==> src/rtl/execute_stage.sv <==
// execute_stage: EX stage of the 19-bit data / 15-bit PC five-stage pipeline.
// Operand forwarding, ALU, branch/jump resolution, and the EX/MEM register.
// Build option: define EXECUTE_FORWARD_EN to include the forwarding muxes;
// without it, SrcA = RD1E and store data = RD2E, and the hazard unit stalls.
module execute_stage (
    input  logic        clk,
    input  logic        reset,
    input  logic        RegWriteE,
    input  logic        MemWriteE,
    input  logic        JumpE,
    input  logic        ALUSrcE,
    input  logic        ResultSrcE,
    input  logic        Cant_ByteE,
    input  logic [1:0]  BranchE,
    input  logic [2:0]  ALUControlE,
    input  logic [18:0] RD1E,
    input  logic [18:0] RD2E,
    input  logic [18:0] ImmExtE,
    input  logic [14:0] PCE,
    input  logic [4:0]  RDE,
    input  logic [4:0]  RS1E,
    input  logic [4:0]  RS2E,
    input  logic [1:0]  ForwardAE,
    input  logic [1:0]  ForwardBE,
    input  logic [18:0] ResultW,
    output logic        PCSrcE,
    output logic [14:0] PCTargetE,
    output logic        RegWriteM,
    output logic        MemWriteM,
    output logic        ResultSrcM,
    output logic        Cant_ByteM,
    output logic [18:0] ALUResultM,
    output logic [18:0] WriteDataM,
    output logic [4:0]  RdM
);

    localparam int unsigned DW = 19;
    localparam int unsigned PW = 15;
    localparam int unsigned RW = 5;

    logic [DW-1:0] r_alu_result;
    logic [DW-1:0] r_write_data;
    logic [RW-1:0] r_rd;
    logic          r_reg_write;
    logic          r_mem_write;
    logic          r_result_src;
    logic          r_cant_byte;

    logic [DW-1:0] w_src_a;
    logic [DW-1:0] w_fwd_b;
    logic [DW-1:0] w_src_b;
    logic [DW-1:0] w_diff;
    logic [DW-1:0] w_alu;
    logic [RW-1:0] w_shamt;
    logic          w_zero;
    logic          w_less;
    logic          w_ovf;
    logic          w_unused;

`ifdef EXECUTE_FORWARD_EN
    // Operand forwarding: 01 takes writeback, 10 takes our own EX/MEM result.
    always_comb begin
        w_src_a = RD1E;
        w_fwd_b = RD2E;
        case (ForwardAE)
            2'b01:   w_src_a = ResultW;
            2'b10:   w_src_a = r_alu_result;
            default: w_src_a = RD1E;
        endcase
        case (ForwardBE)
            2'b01:   w_fwd_b = ResultW;
            2'b10:   w_fwd_b = r_alu_result;
            default: w_fwd_b = RD2E;
        endcase
    end
    assign w_unused = ^{RS1E, RS2E};
`else
    // No forwarding: register-file operands are used as-is.
    always_comb begin
        w_src_a = RD1E;
        w_fwd_b = RD2E;
    end
    assign w_unused = ^{RS1E, RS2E, ForwardAE, ForwardBE, ResultW};
`endif

    assign w_src_b = ALUSrcE ? ImmExtE : w_fwd_b;
    assign w_shamt = w_src_b[RW-1:0];

    // Dedicated compare subtractor: Zero and signed Less independent of the ALU op.
    always_comb begin
        w_diff = w_src_a - w_src_b;
        w_zero = (w_diff == '0);
        w_ovf  = (w_src_a[DW-1] ^ w_src_b[DW-1]) & (w_diff[DW-1] ^ w_src_a[DW-1]);
        w_less = w_diff[DW-1] ^ w_ovf;
    end

    // ALU; shifts by 19..31 produce zero.
    always_comb begin
        w_alu = '0;
        case (ALUControlE)
            3'b000: w_alu = w_src_a + w_src_b;
            3'b001: w_alu = w_diff;
            3'b010: w_alu = w_src_a & w_src_b;
            3'b011: w_alu = w_src_a | w_src_b;
            3'b100: w_alu = w_src_a ^ w_src_b;
            3'b101: w_alu = (w_shamt < RW'(DW)) ? (w_src_a << w_shamt) : '0;
            3'b110: w_alu = (w_shamt < RW'(DW)) ? (w_src_a >> w_shamt) : '0;
            3'b111: w_alu = DW'(w_less);
            default: w_alu = '0;
        endcase
    end

    // Redirect decision and target back to fetch, zero-cycle.
    always_comb begin
        PCSrcE = JumpE
               | ((BranchE == 2'b01) &  w_zero)
               | ((BranchE == 2'b10) & ~w_zero)
               | ((BranchE == 2'b11) &  w_less);
        PCTargetE = PCE + ImmExtE[PW-1:0];
    end

    // EX/MEM pipeline register, loads every cycle.
    always_ff @(posedge clk or negedge reset) begin
        if (!reset) begin
            r_alu_result <= '0;
            r_write_data <= '0;
            r_rd         <= '0;
            r_reg_write  <= 1'b0;
            r_mem_write  <= 1'b0;
            r_result_src <= 1'b0;
            r_cant_byte  <= 1'b0;
        end else begin
            r_alu_result <= w_alu;
            r_write_data <= w_fwd_b;
            r_rd         <= RDE;
            r_reg_write  <= RegWriteE;
            r_mem_write  <= MemWriteE;
            r_result_src <= ResultSrcE;
            r_cant_byte  <= Cant_ByteE;
        end
    end

    assign ALUResultM = r_alu_result;
    assign WriteDataM = r_write_data;
    assign RdM        = r_rd;
    assign RegWriteM  = r_reg_write;
    assign MemWriteM  = r_mem_write;
    assign ResultSrcM = r_result_src;
    assign Cant_ByteM = r_cant_byte;

endmodule
==> config.mk <==
export PLATFORM = sky130hd
export DESIGN_NAME = execute_stage
export DESIGN_NICKNAME = d
export VERILOG_FILES = /design/src/rtl/execute_stage.sv
export SDC_FILE = /design/constraint.sdc
export NUM_CORES = 1
export LEC_CHECK = 0
export CORE_MARGIN = 2
export CORE_UTILIZATION = 50
export DETAILED_ROUTE_END_ITERATION = 8
export PLACE_DENSITY = 0.84
export SYNTH_ARGS = -nofsm -noshare
export SYNTH_HDL_FRONTEND = slang
export SYNTH_SLANG_ARGS = --single-unit
==> constraint.sdc <==
create_clock -name clk -period 9.6 [get_ports clk]
set_input_delay 1.92 -clock clk [delete_from_list [all_inputs] [get_ports clk]]
set_output_delay 1.92 -clock clk [all_outputs]
set_load 0.01 [all_outputs]
# ---- Word-level counts from Yosys, hierarchy flattened
# Index checks and enable logic that the tools add are counted.
dict set report op_classes {
  add_sub_neg 3
  order_cmp 1
  n_eq_ne 10
  n_shift 2
  n_mux 4
  bitwise 14
  reduce_logical 2
}
# operator count
set op_table {}
lappend op_table {{$pmux W19 S8} 1}
lappend op_table {{$mux W19} 3}
lappend op_table {{$add A19 B19 Y19} 1}
lappend op_table {{$and A19 B19 Y19} 1}
lappend op_table {{$logic_not A19 Y1} 1}
lappend op_table {{$or A19 B19 Y19} 1}
lappend op_table {{$shl A19 B5 Y19} 1}
lappend op_table {{$shr A19 B5 Y19} 1}
lappend op_table {{$sub A19 B19 Y19} 1}
lappend op_table {{$xor A19 B19 Y19} 1}
lappend op_table {{$add A15 B15 Y15} 1}
lappend op_table {{$eq A3 B3 Y1 const B} 4}
lappend op_table {{$eq A3 B2 Y1 const B} 2}
lappend op_table {{$lt A5 B5 Y1 const B} 1}
lappend op_table {{$and A1 B1 Y1} 4}
lappend op_table {{$eq A2 B2 Y1 const B} 2}
lappend op_table {{$eq A3 B1 Y1 const B} 1}
lappend op_table {{$logic_not A3 Y1} 1}
lappend op_table {{$or A1 B1 Y1} 3}
lappend op_table {{$xor A1 B1 Y1} 3}
lappend op_table {{$eq A2 B1 Y1 const B} 1}
lappend op_table {{$not A1 Y1} 1}
dict set report word_totals {
  reg_bits 47
  wordCells 43
}

# ---- Longest topological paths before layout
dict set report logic_depth {
  depth_word 7
  mapped_depth 23
  depth_no_buf 21
}

# ---- Worst setup path before layout
# Ideal clock, no wire load.
dict set report synth_path {
  path_kind {input to output}
  start {input port ALUSrcE}
  end {output port PCSrcE}
  t_arrival_ns 7.120
  required_time_ns 7.680
  path_slack_ns 0.560
  path_stages 22
  n_path_buf 4
  cell_sequence {buf_2 > mux2i_1 > clkbuf_1 > clkbuf_1 > buf_1 > ha_1 > nand2b_1 > a211oi_2 > o211ai_1 > o211ai_1 > a21oi_1 > or2_2 > a21oi_1 > nor2_1 > fa_1 > nand4_1 > nor2_1 > nand4_1 > a311o_1 > nor4b_2 > a31oi_1 > or3b_1}
}
dict set report synth_via {
  elab_chain_cells 7
  elab_cells_between_ends 14
  classes_between {add/sub: 1; mux: 1; bitwise: 11; reduce/logical: 1}
}
# element line_no
set synth_lines {}
lappend synth_lines {{start: declaration} 11} ;# input logic ALUSrcE,
lappend synth_lines {{$mux W19 (*)} 86} ;# assign w_src_b = ALUSrcE ? ImmExtE : w_fwd_b;
lappend synth_lines {{$sub A19 B19 Y19} 91} ;# w_diff = w_src_a - w_src_b;
lappend synth_lines {{$logic_not A19 Y1 or $xor A1 B1 Y1 (tied branches)} {92, 93}}
lappend synth_lines {{$and A1 B1 Y1 (tied with other cells)} 116} ;# | ((BranchE == 2'b01) & w_zero)
lappend synth_lines {{$or A1 B1 Y1 (tied with other cells)} 116}
lappend synth_lines {{$or A1 B1 Y1 or $and A1 B1 Y1 (tied branches)} {117, 118}}
lappend synth_lines {{$or A1 B1 Y1 (*)} 118} ;# | ((BranchE == 2'b11) & w_less);
lappend synth_lines {{end: declaration} 26} ;# output logic PCSrcE,
# Mark *: on every way between the ends. The rest lies on a longest branch, timed or not.

# ---- Worst setup path after layout
dict set report layout_path {
  start {input port ImmExtE[0]}
  end {output port PCSrcE}
}
dict set report layout_via {
  elab_chain_cells 7
  elab_cells_between_ends 13
  classes_between {add/sub: 1; mux: 1; bitwise: 10; reduce/logical: 1}
}
# element line_no
set layout_lines {}
lappend layout_lines {{start: declaration} 18} ;# input logic [18:0] ImmExtE,
lappend layout_lines {{$mux W19 (*)} 86}
lappend layout_lines {{$sub A19 B19 Y19 (*)} 91}
lappend layout_lines {{$logic_not A19 Y1 or $xor A1 B1 Y1 (tied branches)} {92, 93}}
lappend layout_lines {{$and A1 B1 Y1 (tied with other cells)} 116}
lappend layout_lines {{$or A1 B1 Y1 (tied with other cells)} 116}
lappend layout_lines {{$or A1 B1 Y1 or $and A1 B1 Y1 (tied branches)} {117, 118}}
lappend layout_lines {{$or A1 B1 Y1 (*)} 118}
# Marked as above.

==> impl_metrics.env <==
export IMPL_track_usage=0.351
export IMPL_crit_path_end_kind="output port"
export IMPL_slew_headroom=0.257
export IMPL_dr_pass1_iters=7
export IMPL_dpl_cell_area_um2=8530
export IMPL_post_route_drc_count=0
export IMPL_multi_input_area_um2=5090
export IMPL_grt_antenna_before_repair=0
export IMPL_wire_per_inst_um=21.4
export IMPL_synth_top_area_frac=0.176
export IMPL_num_rows=42
export IMPL_port_buffer_count=152
export IMPL_crit_path_cell_trace="clkdlybuf4s50_1 > mux2i_4 > inv_2 > ha_1 > inv_1 > fa_1 > nand2b_1 > a211oi_2 > o211ai_1 > o211ai_1 > a21oi_1 > or2_2 > a21oi_1 > nor2_1 > fa_1 > nand4_1 > nor2_1 > nand4_1 > a311o_1 > nor4b_4 > a31oi_1 > or3b_1 > clkdlybuf4s50_1"
export IMPL_utilization=0.665
export IMPL_drive_above_1_share=0.0759
export IMPL_power_frac_seq=0.219
export IMPL_critical_path_class="in -> out"
export IMPL_antenna_left=0
export IMPL_num_antenna_cells=0
export IMPL_ys_warn_count=0
export IMPL_nNetsFinal=1223
export IMPL_pre_cts_ws_ps=67.8
export IMPL_place_inst=1182
export IMPL_grt_pass1_wl_mm=39.2
export IMPL_cts_inserted_buffers=5
export IMPL_seq_area_frac_synth=0.176
export IMPL_peakVddDrop_mv=0.0706
export IMPL_synth_edff_count=0
export IMPL_status="completed"
export IMPL_tightest_slew_ps=1110
export IMPL_synth_top_area_cell="dfrtp_1"
export IMPL_die_area_um2=14300
export IMPL_hpwl_mm=19.7
export IMPL_max_freq_mhz=108
export IMPL_grt_pass1_vias=7153
export IMPL_vias_per_cell=6.32
export IMPL_critical_path_max_stage_delay_ps=550
export IMPL_holdCritPathClass="in -> async"
export IMPL_ys_top_cells_by_count="83 x ha_1, 81 x nor2_1, 76 x a21oi_1"
export IMPL_clock_sinks=47
export IMPL_cp_num_buf_inv=4
export IMPL_syn_to_final_growth_pct=30.7
export IMPL_leakage_nw=3.90
export IMPL_finalWorstSetupSlack_ps=344
export IMPL_regArea_um2=1180
export IMPL_finalCritPeriodShare=0.964
export IMPL_setup_tns_ps=0
export IMPL_fillers=1133
export IMPL_netlist_instances=856
export IMPL_finalHoldViolations=0
export IMPL_required_ps=7680
export IMPL_final_max_slew_viol_count=0
export IMPL_initial_core_util=0.509
export IMPL_sw_frac_of_total=0.414
export IMPL_powerDensity_nw_per_um2=116
export IMPL_cts_htree_levels=2
export IMPL_synth_most_common_cell="ha_1"
export IMPL_fin_crit_ps=9260
export IMPL_p_sw_mw=0.419
export IMPL_boundaryPins=186
export IMPL_cts_root_buf="clkbuf_16"
export IMPL_die_h_um=120
export IMPL_cp_max_fo=2
export IMPL_combPwrFrac=0.566
export IMPL_grt_max_degree=48
export IMPL_max_cap_violations=0
export IMPL_avgSynthCellArea_um2=7.81
export IMPL_netlist_area_um2=6690
export IMPL_power_share_clock=0.215
export IMPL_crit_slowest_cell="fa_1"
export IMPL_die_w_um=120
export IMPL_via_count=7525
export IMPL_postLayoutCellArea_um2=8740
export IMPL_drtIter0Drc=1029
export IMPL_cp_start_kind="primary input"
export IMPL_synth_ff_type="dfrtp_1"
export IMPL_setup_viol=0
export IMPL_synth_seq_cells=47
export IMPL_clockBufferDepth=2
export IMPL_clk_pin_slew_worst_paths_ps=80
export IMPL_p_int_mw=0.594
export IMPL_synthTopCellsByArea="dfrtp_1 18%, ha_1 16%, mux2i_1 7.8%"
export IMPL_rsz0062_at_grt="false"
export IMPL_gp_congestion=1.00
export IMPL_coreArea_um2=13100
export IMPL_wirelength_mm=25.5
export IMPL_synth_nets=1066
export IMPL_fin_cells=1190
export IMPL_cp_arrival_ps=7340
export IMPL_synth_cell_types=72
export IMPL_critPathTopFamily="compound AO/OA/AOI/OAI gates"
export IMPL_overflow=0
export IMPL_cts_tree="yes"
export IMPL_ys_async_sr_fraction=1.00
[through the flow]
| stage | power (mW) | hold WS, ps |
|---|---|---|
| after floorplan | 0.551 | 1620 |
| after global placement | 0.770 | 2070 |
| after detailed placement | 0.778 | 2090 |
| after CTS | 0.998 | 1760 |
| after global routing | 1.06 | 1800 |
| final | 1.01 | 1700 |
[sequential cells by signal, indices dropped and copies added (netlist names)]
| name | cells |
|---|---|
| Cant_ByteM | 1 |
| RegWriteM | 1 |
| RdM | 5 |
| ResultSrcM | 1 |
| ALUResultM | 19 |
| MemWriteM | 1 |
| WriteDataM | 19 |
[area by class of cell]
type,instances,share of cell area
inverters,74,0.0318
flip-flops and latches,47,0.135
multi-input cells,697,0.583
clock buffers,5,0.0143
clock inverters,3,0.00544
repair buffers,188,0.206
well taps,176,0.0252
[layer usage]
layer / track usage / up-vias / routed length (µm)
li1: - / 3419 / -
met1: 0.457 / 3494 / 10100
met2: 0.563 / 523 / 11600
met3: 0.0708 / 89 / 2630
met4: 0.154 / 0 / 1140
met5: 0 / - / 0
[cell usage in the layout (no fill, tap or decap), drive strengths merged, types with 8 or more instances in the layout]
cell type / count
nand2: 64
o221ai: 11
nand3: 16
a211oi: 13
xor2: 11
mux2i: 54
nor2b: 10
xnor2: 27
o211ai: 11
a31oi: 11
nor3: 25
clkdlybuf4s50: 150
inv: 73
o22ai: 15
buf: 37
dfrtp: 47
nor2: 81
a21oi: 76
o21ai: 63
a211o: 8
or3: 8
ha: 83
[repair_timing]
| action | in CTS | in global routing |
|---|---|---|
| hold endpoints to repair | 0 | 0 |
| buffers inserted | 0 | 0 |
| pin swaps | 0 | 2 |
| hold buffers | 0 | 0 |
| gates resized for setup | 1 | 6 |
| setup endpoints to repair | 1 | 1 |
[how the worst max path moves through the flow]
stage          startpoint  endpoint  depth (start not counted)
2_1_floorplan     ALUSrcE    PCSrcE                         22
3_3_place_gp      ALUSrcE    PCSrcE                         21
3_5_place_dp      ALUSrcE    PCSrcE                         21
4_1_cts           ALUSrcE    PCSrcE                         22
5_1_grt        ImmExtE[0]    PCSrcE                         23
6_report       ImmExtE[0]    PCSrcE                         23
[power groups by stage]
stage	registers [mW]	logic [mW]	clock network (mW)
after floorplan	0.237	0.315	0
after global placement	0.225	0.545	0
after detailed placement	0.226	0.552	0
after CTS	0.222	0.557	0.219
after global routing	0.223	0.616	0.226
final	0.222	0.574	0.218
[cells by family (layout without fill, tap and decap cells)]
family | count (synthesis) | count (layout) | share of synthesized area
multiplexers | 61 | 61 | 0.107
adder cells (fa/ha/maj) | 87 | 87 | 0.167
AO/OA/AOI/OAI | 266 | 266 | 0.260
buffers and inverters | 112 | 270 | 0.0670
AND/OR/NAND/NOR | 245 | 245 | 0.173
XOR/XNOR | 38 | 38 | 0.0498
flip-flops | 47 | 47 | 0.176
Power figures use the tool's default switching activity.
